--- config.mk ---
export PLATFORM = sky130hd
export DESIGN_NAME = instr_sequencer
export DESIGN_NICKNAME = d
export VERILOG_FILES = /design/src/rtl/instr_sequencer.sv
export SDC_FILE = /design/constraint.sdc
export NUM_CORES = 1
export LEC_CHECK = 0
export ABC_AREA = 0
export CAP_MARGIN = 20
export CELL_PAD_IN_SITES_DETAIL_PLACEMENT = 0
export CELL_PAD_IN_SITES_GLOBAL_PLACEMENT = 1
export CORE_MARGIN = 1.5
export CORE_UTILIZATION = 29
export CTS_BUF_LIST = sky130_fd_sc_hd__clkbuf_8
export DETAILED_ROUTE_END_ITERATION = 6
export GPL_ROUTABILITY_DRIVEN = 0
export HOLD_SLACK_MARGIN = 0.02
export PLACE_DENSITY_LB_ADDON = 0.1
export SLEW_MARGIN = 20
export SYNTH_ARGS = -nofsm -noshare
export SYNTH_HDL_FRONTEND = slang
export SYNTH_SLANG_ARGS = --single-unit
--- constraint.sdc ---
create_clock -name clock -period 1.38 [get_ports clock]
set_input_delay 0.276 -clock clock [delete_from_list [all_inputs] [get_ports clock]]
set_output_delay 0.276 -clock clock [all_outputs]
set_load 0.02 [all_outputs]
--- src/rtl/instr_sequencer.sv ---
// instr_sequencer: multi-cycle DECODE/EXEC/MEM/WB control FSM for the mipscpu datapath
module instr_sequencer #(
    parameter int MEM_WAIT = 1
) (
    input  logic        clock,
    input  logic        reset,
    input  logic        newinstr,
    input  logic [31:0] instrword,
    output logic        busy,
    output logic        done,
    output logic        illegal,
    output logic        dropped,
    output logic [4:0]  rs,
    output logic [4:0]  rt,
    output logic [4:0]  rd,
    output logic [15:0] imm,
    output logic [2:0]  aluop,
    output logic        alusrc,
    output logic        regdst,
    output logic        memtoreg,
    output logic        memread,
    output logic        memwrite,
    output logic        regwrite
);
    typedef enum logic [2:0] {IDLE, DECODE, EXEC, MEM, WB} state_t;

    state_t      state_q, state_d;
    logic [31:0] ir_q, ir_d;
    logic [3:0]  cnt_q, cnt_d;
    logic        nq_q;
    logic        done_q, done_d;
    logic        illegal_q, illegal_d;
    logic        dropped_q, dropped_d;

    logic [5:0]  op, funct;
    logic        is_lw, is_sw, is_r, legal, start;
    logic [2:0]  r_aluop;
    logic [4:0]  dest;

    assign op    = ir_q[31:26];
    assign funct = ir_q[5:0];
    assign is_lw = op == 6'd35;
    assign is_sw = op == 6'd43;
    assign is_r  = op == 6'd0 && (funct == 6'd32 || funct == 6'd34 || funct == 6'd36 ||
                                  funct == 6'd37 || funct == 6'd42);
    assign legal = is_lw | is_sw | is_r;
    assign r_aluop = funct == 6'd32 ? 3'b010 :
                     funct == 6'd34 ? 3'b110 :
                     funct == 6'd36 ? 3'b000 :
                     funct == 6'd37 ? 3'b001 : 3'b111;
    assign dest  = is_r ? ir_q[15:11] : ir_q[20:16];
    assign start = newinstr & ~nq_q & (state_q == IDLE);

    // Next-state, instruction capture, MEM dwell counter and status pulses
    always_comb begin
        state_d   = state_q;
        ir_d      = ir_q;
        cnt_d     = cnt_q;
        done_d    = 1'b0;
        illegal_d = 1'b0;
        dropped_d = newinstr & ~nq_q & (state_q != IDLE);
        case (state_q)
            IDLE: begin
                if (start) begin
                    ir_d    = instrword;
                    state_d = DECODE;
                end
            end
            DECODE: begin
                state_d   = legal ? EXEC : IDLE;
                illegal_d = ~legal;
            end
            EXEC: begin
                cnt_d   = 4'd0;
                state_d = is_r ? WB : MEM;
            end
            MEM: begin
                if (cnt_q == 4'(MEM_WAIT - 1)) begin
                    cnt_d   = 4'd0;
                    state_d = is_lw ? WB : IDLE;
                    done_d  = is_sw;
                end else begin
                    cnt_d = cnt_q + 4'd1;
                end
            end
            WB: begin
                state_d = IDLE;
                done_d  = 1'b1;
            end
            default: state_d = IDLE;
        endcase
    end

    // State register; nq resets high so a level held through reset is not an edge
    always_ff @(posedge clock) begin
        if (reset) begin
            state_q   <= IDLE;
            ir_q      <= '0;
            cnt_q     <= '0;
            nq_q      <= 1'b1;
            done_q    <= 1'b0;
            illegal_q <= 1'b0;
            dropped_q <= 1'b0;
        end else begin
            state_q   <= state_d;
            ir_q      <= ir_d;
            cnt_q     <= cnt_d;
            nq_q      <= newinstr;
            done_q    <= done_d;
            illegal_q <= illegal_d;
            dropped_q <= dropped_d;
        end
    end

    // Datapath controls decoded from the registered state and instruction only
    always_comb begin
        busy     = state_q != IDLE;
        done     = done_q;
        illegal  = illegal_q;
        dropped  = dropped_q;
        rs       = ir_q[25:21];
        rt       = ir_q[20:16];
        rd       = ir_q[15:11];
        imm      = ir_q[15:0];
        aluop    = 3'b000;
        alusrc   = 1'b0;
        if (state_q == EXEC || state_q == MEM || state_q == WB) begin
            aluop  = is_r ? r_aluop : 3'b010;
            alusrc = ~is_r;
        end
        memread  = state_q == MEM && is_lw;
        memwrite = state_q == MEM && is_sw;
        regdst   = state_q == WB && is_r;
        memtoreg = state_q == WB && is_lw;
        regwrite = state_q == WB && dest != 5'd0;
    end
endmodule

### Word level (Yosys, flattened, before mapping)

Cells that the tools add are included.

* register bits after elaboration: 43
* bits of input ports: 35
* output and inout port bits: 44
* logic and storage cells: 69

* add/subtract/negate cells: 1
* equal/unequal tests: 13
* multiplexer cells: 18
* bitwise gates (word level): 9
* reduce and logical (&&, ||, !) cells: 21

Operator list (number)
* == test 6 bit (second input constant): 7
* 2-to-1 mux 3 bit: 10
* one-hot mux 3 bit (4 select lines): 1
* one-hot mux 4 bit (2 select lines): 1
* == test 3 x 2 -> 1 bit (second input constant): 2
* logical AND 1 bit: 6
* zero test 6 bit: 1
* logical OR 1 bit: 6
* 2-to-1 mux 5 bit: 1
* nonzero test 5 bit: 1
* adder 4 x 1 -> 4 bit (second input constant): 1
* zero test 4 bit: 1
* 2-to-1 mux 4 bit: 1
* != test 2 bit (second input constant): 2
* NOT 1 bit: 4
* AND reduction 2 bit: 2
* bitwise AND 1 bit: 3
* == test 3 x 1 -> 1 bit (second input constant): 1
* == test 3 bit (second input constant): 1
* zero test 3 bit: 1
* nonzero test 3 bit: 1
* 2-to-1 mux 1 bit: 2
* 2-to-1 mux 2 bit: 1
* bitwise OR 1 bit: 2
* 3 further kinds: 3

### Longest topological paths before layout

* depth in word-level cells: 9
* mapped depth: 6
* depth with buffers taken out: 6

### Worst setup path after synthesis

OpenSTA, ideal clock, no wires.

* path kind: register to output
* start point: register ir_q[4]
* end point: output port aluop[2]
* arrival time: 1411 ps
* required time: 1104 ps
* setup slack: -307 ps
* stages on the path, launching flop included: 5
* buffers on the path: 0
* cell sequence: dfxtp_1 nand2b_1 and4b_1 nand2_1 a211oi_1

* cells in the longest elaborated chain, start to end: 8
* elaborated cells between the ends (all ways): 16

RTL lines
* start, declared: line 28 `logic [31:0] ir_q, ir_d;`
* start signal, assigned: line 106 `ir_q <= ir_d;`
* parallel branches: the longest is 6 deep, another holds == test 6 bit
* 2-to-1 mux 3 bit (*): line 128 `aluop = is_r ? r_aluop : 3'b010;`
* 2-to-1 mux 3 bit (*): line 127 `if (state_q == EXEC || state_q == MEM || state_q == WB) begin`
* end, declared: line 17 `output logic [2:0] aluop,`

Every way passes the cells marked *.

### Worst setup path in the final report

* start point: register ir_q[4]
* end point: output port regwrite

* cells in the longest elaborated chain, start to end: 9
* elaborated cells between the ends (all ways): 13

RTL lines
* == test 6 bit: line 44 `assign is_r = op == 6'd0 && (funct == 6'd32 || funct == 6'd34 || funct == 6'd36 ||`
* logical OR 1 bit (3 in a row): line 44
* logical OR 1 bit (*): line 45 `funct == 6'd37 || funct == 6'd42);`
* logical AND 1 bit (*): line 44
* 2-to-1 mux 5 bit (*): line 51 `assign dest = is_r ? ir_q[15:11] : ir_q[20:16];`
* nonzero test 5 bit (*): line 135 `regwrite = state_q == WB && dest != 5'd0;`
* logical AND 1 bit (*): line 135
* end, declared: line 23 `output logic regwrite`

Every way passes the cells marked *; elsewhere a longest branch is shown, timed or not.

==> results_dict.tcl <==
set metrics [dict create \
    status "complete, but fails checks" \
    violations "setup timing" \
    synth.top_cell.area_share_pct 41.8 \
    wl_per_cell_microns 13.5 \
    final_antenna_net_count 0 \
    ir_drop_uv 363 \
    tritoncts "yes" \
    drt_first_pass_iters 6 \
    final_nets 407 \
    maxCapViolations 0 \
    syn_area_per_cell_sq_um 7.83 \
    min_path_type "reg2reg" \
    grt_pass1_wl_microns 8890 \
    viasPerCell 4.62 \
    period_needed_ns 1.90 \
    placed_area_sq_um 3160 \
    yosys_most_used_dff "dfxtp_1" \
    finalCritPeriodShare_pct 138 \
    grt_usage_pct 15.0 \
    grt_pass1_vias 1964 \
    drv_slew 0 \
    comb_power_share_pct 22.1 \
    clock-sinks 43 \
    yosysUniqueCellTypes 38 \
    die_w_microns 87.3 \
    criticalPathCategory "reg2out" \
    powerDensity_nw_per_um2 693 \
    dieArea_sq_um 7620 \
    start_util_pct 30.1 \
    finalSetupViolCount 43 \
    syn_to_final_growth_pct 88.6 \
    clk_latency_ns 0.30 \
    required_ns 1.10 \
    pwr-share-clk_pct 29.5 \
    syn_nets 300 \
    yosysSeqAreaShare_pct 41.8 \
    synth_cells 263 \
    switching_share_pct 28.2 \
    rsz0062_at_grt "true" \
    clk_pin_slew_worst_paths_ns 0.08 \
    netlist_top_cells_count "69 x nand2_1, 43 x dfxtp_1, 38 x a21oi_1" \
    tns_ns -9.29 \
    drive_gt1_share_pct 59.8 \
    yosysMostFrequentCell "nand2_1" \
    place.detailed.hpwl_microns 3930 \
    grt_max_degree 33 \
    first_iter_violations 42 \
    drc 0 \
    finalHoldViolCount 0 \
    p_sw_w 0.000759 \
    async_flop_share_pct 0 \
    die_y_microns 87.3 \
    yosys_warnings 0 \
    cts_buffer_depth 2 \
    cts_buffers 5 \
    yosys_register_bits 43 \
    fin_ws_ns -0.520 \
    crit_arrival_ns 1.62 \
    critPathLaunchType "flip-flop" \
    synth_area_sq_um 2060 \
    overflow 0 \
    cts_max_level 2 \
    holdWs_ns 0.472 \
    stdcell_area_sq_um 3880 \
    synth_edf_count 0 \
    fin_skew_ns 0.00717 \
    seqPwrFrac_pct 48.4 \
    wl_microns 6300 \
    cts_root_buf "clkbuf_8" \
    placed_cells 443 \
    antenna_cells 0 \
    power_w 0.00269 \
    synth_area_leaders "dfxtp_1 42%, nand2_1 13%, buf_4 11%" \
    synth_top_cell_by_area "dfxtp_1" \
    max_freq_mhz 526 \
    p_int_w 0.00193 \
    ios 79 \
    cellLeakagePower_nw 1.54 \
    vias 2158 \
    end_kind "output pin" \
    tightest_slew_ns 0.342 \
    antenna_found_initial 0 \
    coreArea_sq_um 6830 \
    fp-row-count 30 \
    worstPathMaxFanout 3 \
    portBuffers 78 \
    final_cells 467 \
    slew_headroom_pct 77.2 \
]
## cells in the final DEF (no fill, tap or decap), drive strengths merged, types with 2 or more instances in the layout
cell | synthesis | final
nand3b | 3 | 3
nand2 | 69 | 69
dlygate4sd2 | 0 | 13
nor4 | 5 | 5
a31oi | 3 | 3
inv | 4 | 4
clkdlybuf4s50 | 0 | 34
nand2b | 5 | 5
ha | 2 | 2
clkdlybuf4s15 | 0 | 8
a211oi | 2 | 2
and3 | 2 | 2
clkbuf | 5 | 20
nor3 | 6 | 6
clkinv | 0 | 3
buf | 39 | 74
dfxtp | 43 | 43
or2 | 2 | 2
nand3 | 4 | 4
o21ai | 3 | 3
or4 | 2 | 2
nor2 | 13 | 13
a21oi | 38 | 38
## logic make-up (layout without fill, tap and decap cells)
group | count (synthesis) | count (layout) | synth area share (%)
fa+ha+maj | 2 | 2 | 1.21
compound gates | 50 | 50 | 13.2
buf+inv | 48 | 156 | 14.9
simple gates | 120 | 120 | 28.9
flops | 43 | 43 | 41.8
## layout make-up
cell class / count / area (sq um)
Fill cell: 633 / 2950
Tap cell: 96 / 120
Multi-Input combinational cell: 172 / 1470
Clock buffer: 5 / 68.8
Inverter: 4 / 15.0
Timing Repair Buffer: 144 / 1310
Clock inverter: 3 / 15.0
Sequential cell: 43 / 887
## metal layers
metal / GRT usage [%] / share of wire [%] / up-vias
met1: 18.1 / 43 / 1030
met3: 3.79 / 4.8 / 8
met2: 25.7 / 51 / 52
li1: - / - / 1068
met5: 0 / 0 / -
met4: 5.63 / 1.3 / 0
## repair_timing
action,4_1_cts,5_1_grt
hold buffers,0,0
gates resized for setup,134,153
pin swaps,16,82
setup buffers,7,11
setup endpoints to repair,79,67
gates cloned,0,3
## critical path, stage by stage, from the launching register on
cell and delay (ns):
dfxtp_2 0.32, nand2b_4 0.13, nand4b_1 0.21, buf_4 0.19
nor4_4 0.27, a211oi_4 0.07, buf_6 0.14
## final timing paths
check | startpoint | endpoint | slack (ns) | cells past startpoint
setup / recovery | ir_q[4] | regwrite | -0.52 | 6
hold / removal | ir_q[30] | ir_q[30] | 0.47 | 2
setup reg to reg | state_q[0] | ir_q[31] | -0.22 | 9
hold reg to reg | ir_q[30] | ir_q[30] | 0.47 | 2
## flip-flops by register name, indices dropped and copies added, names as in the netlist
signal   cells
nq_q         1
dropped      1
ir_q        32
done         1
illegal      1
state_q      3
cnt_q        4
## per-stage QoR
stage               util [%]  setup WS [ns]
floorplan                  -         -0.133
global placement        46.2         -0.648
detailed placement      46.2         -0.646
CTS                     49.2         -0.557
global route            56.9         -0.573
finish                  56.9         -0.520
## power by group through the flow
stage          sequential, W  clock (W)  combinational [W]
6_report             0.00130   0.000794           0.000594
5_1_grt              0.00131   0.000880           0.000635
4_1_cts              0.00130   0.000827           0.000470
3_5_place_dp         0.00133          0           0.000461
3_3_place_gp         0.00132          0           0.000462
2_1_floorplan        0.00133          0           0.000229
No activity file was read; power rests on OpenSTA's default activity.
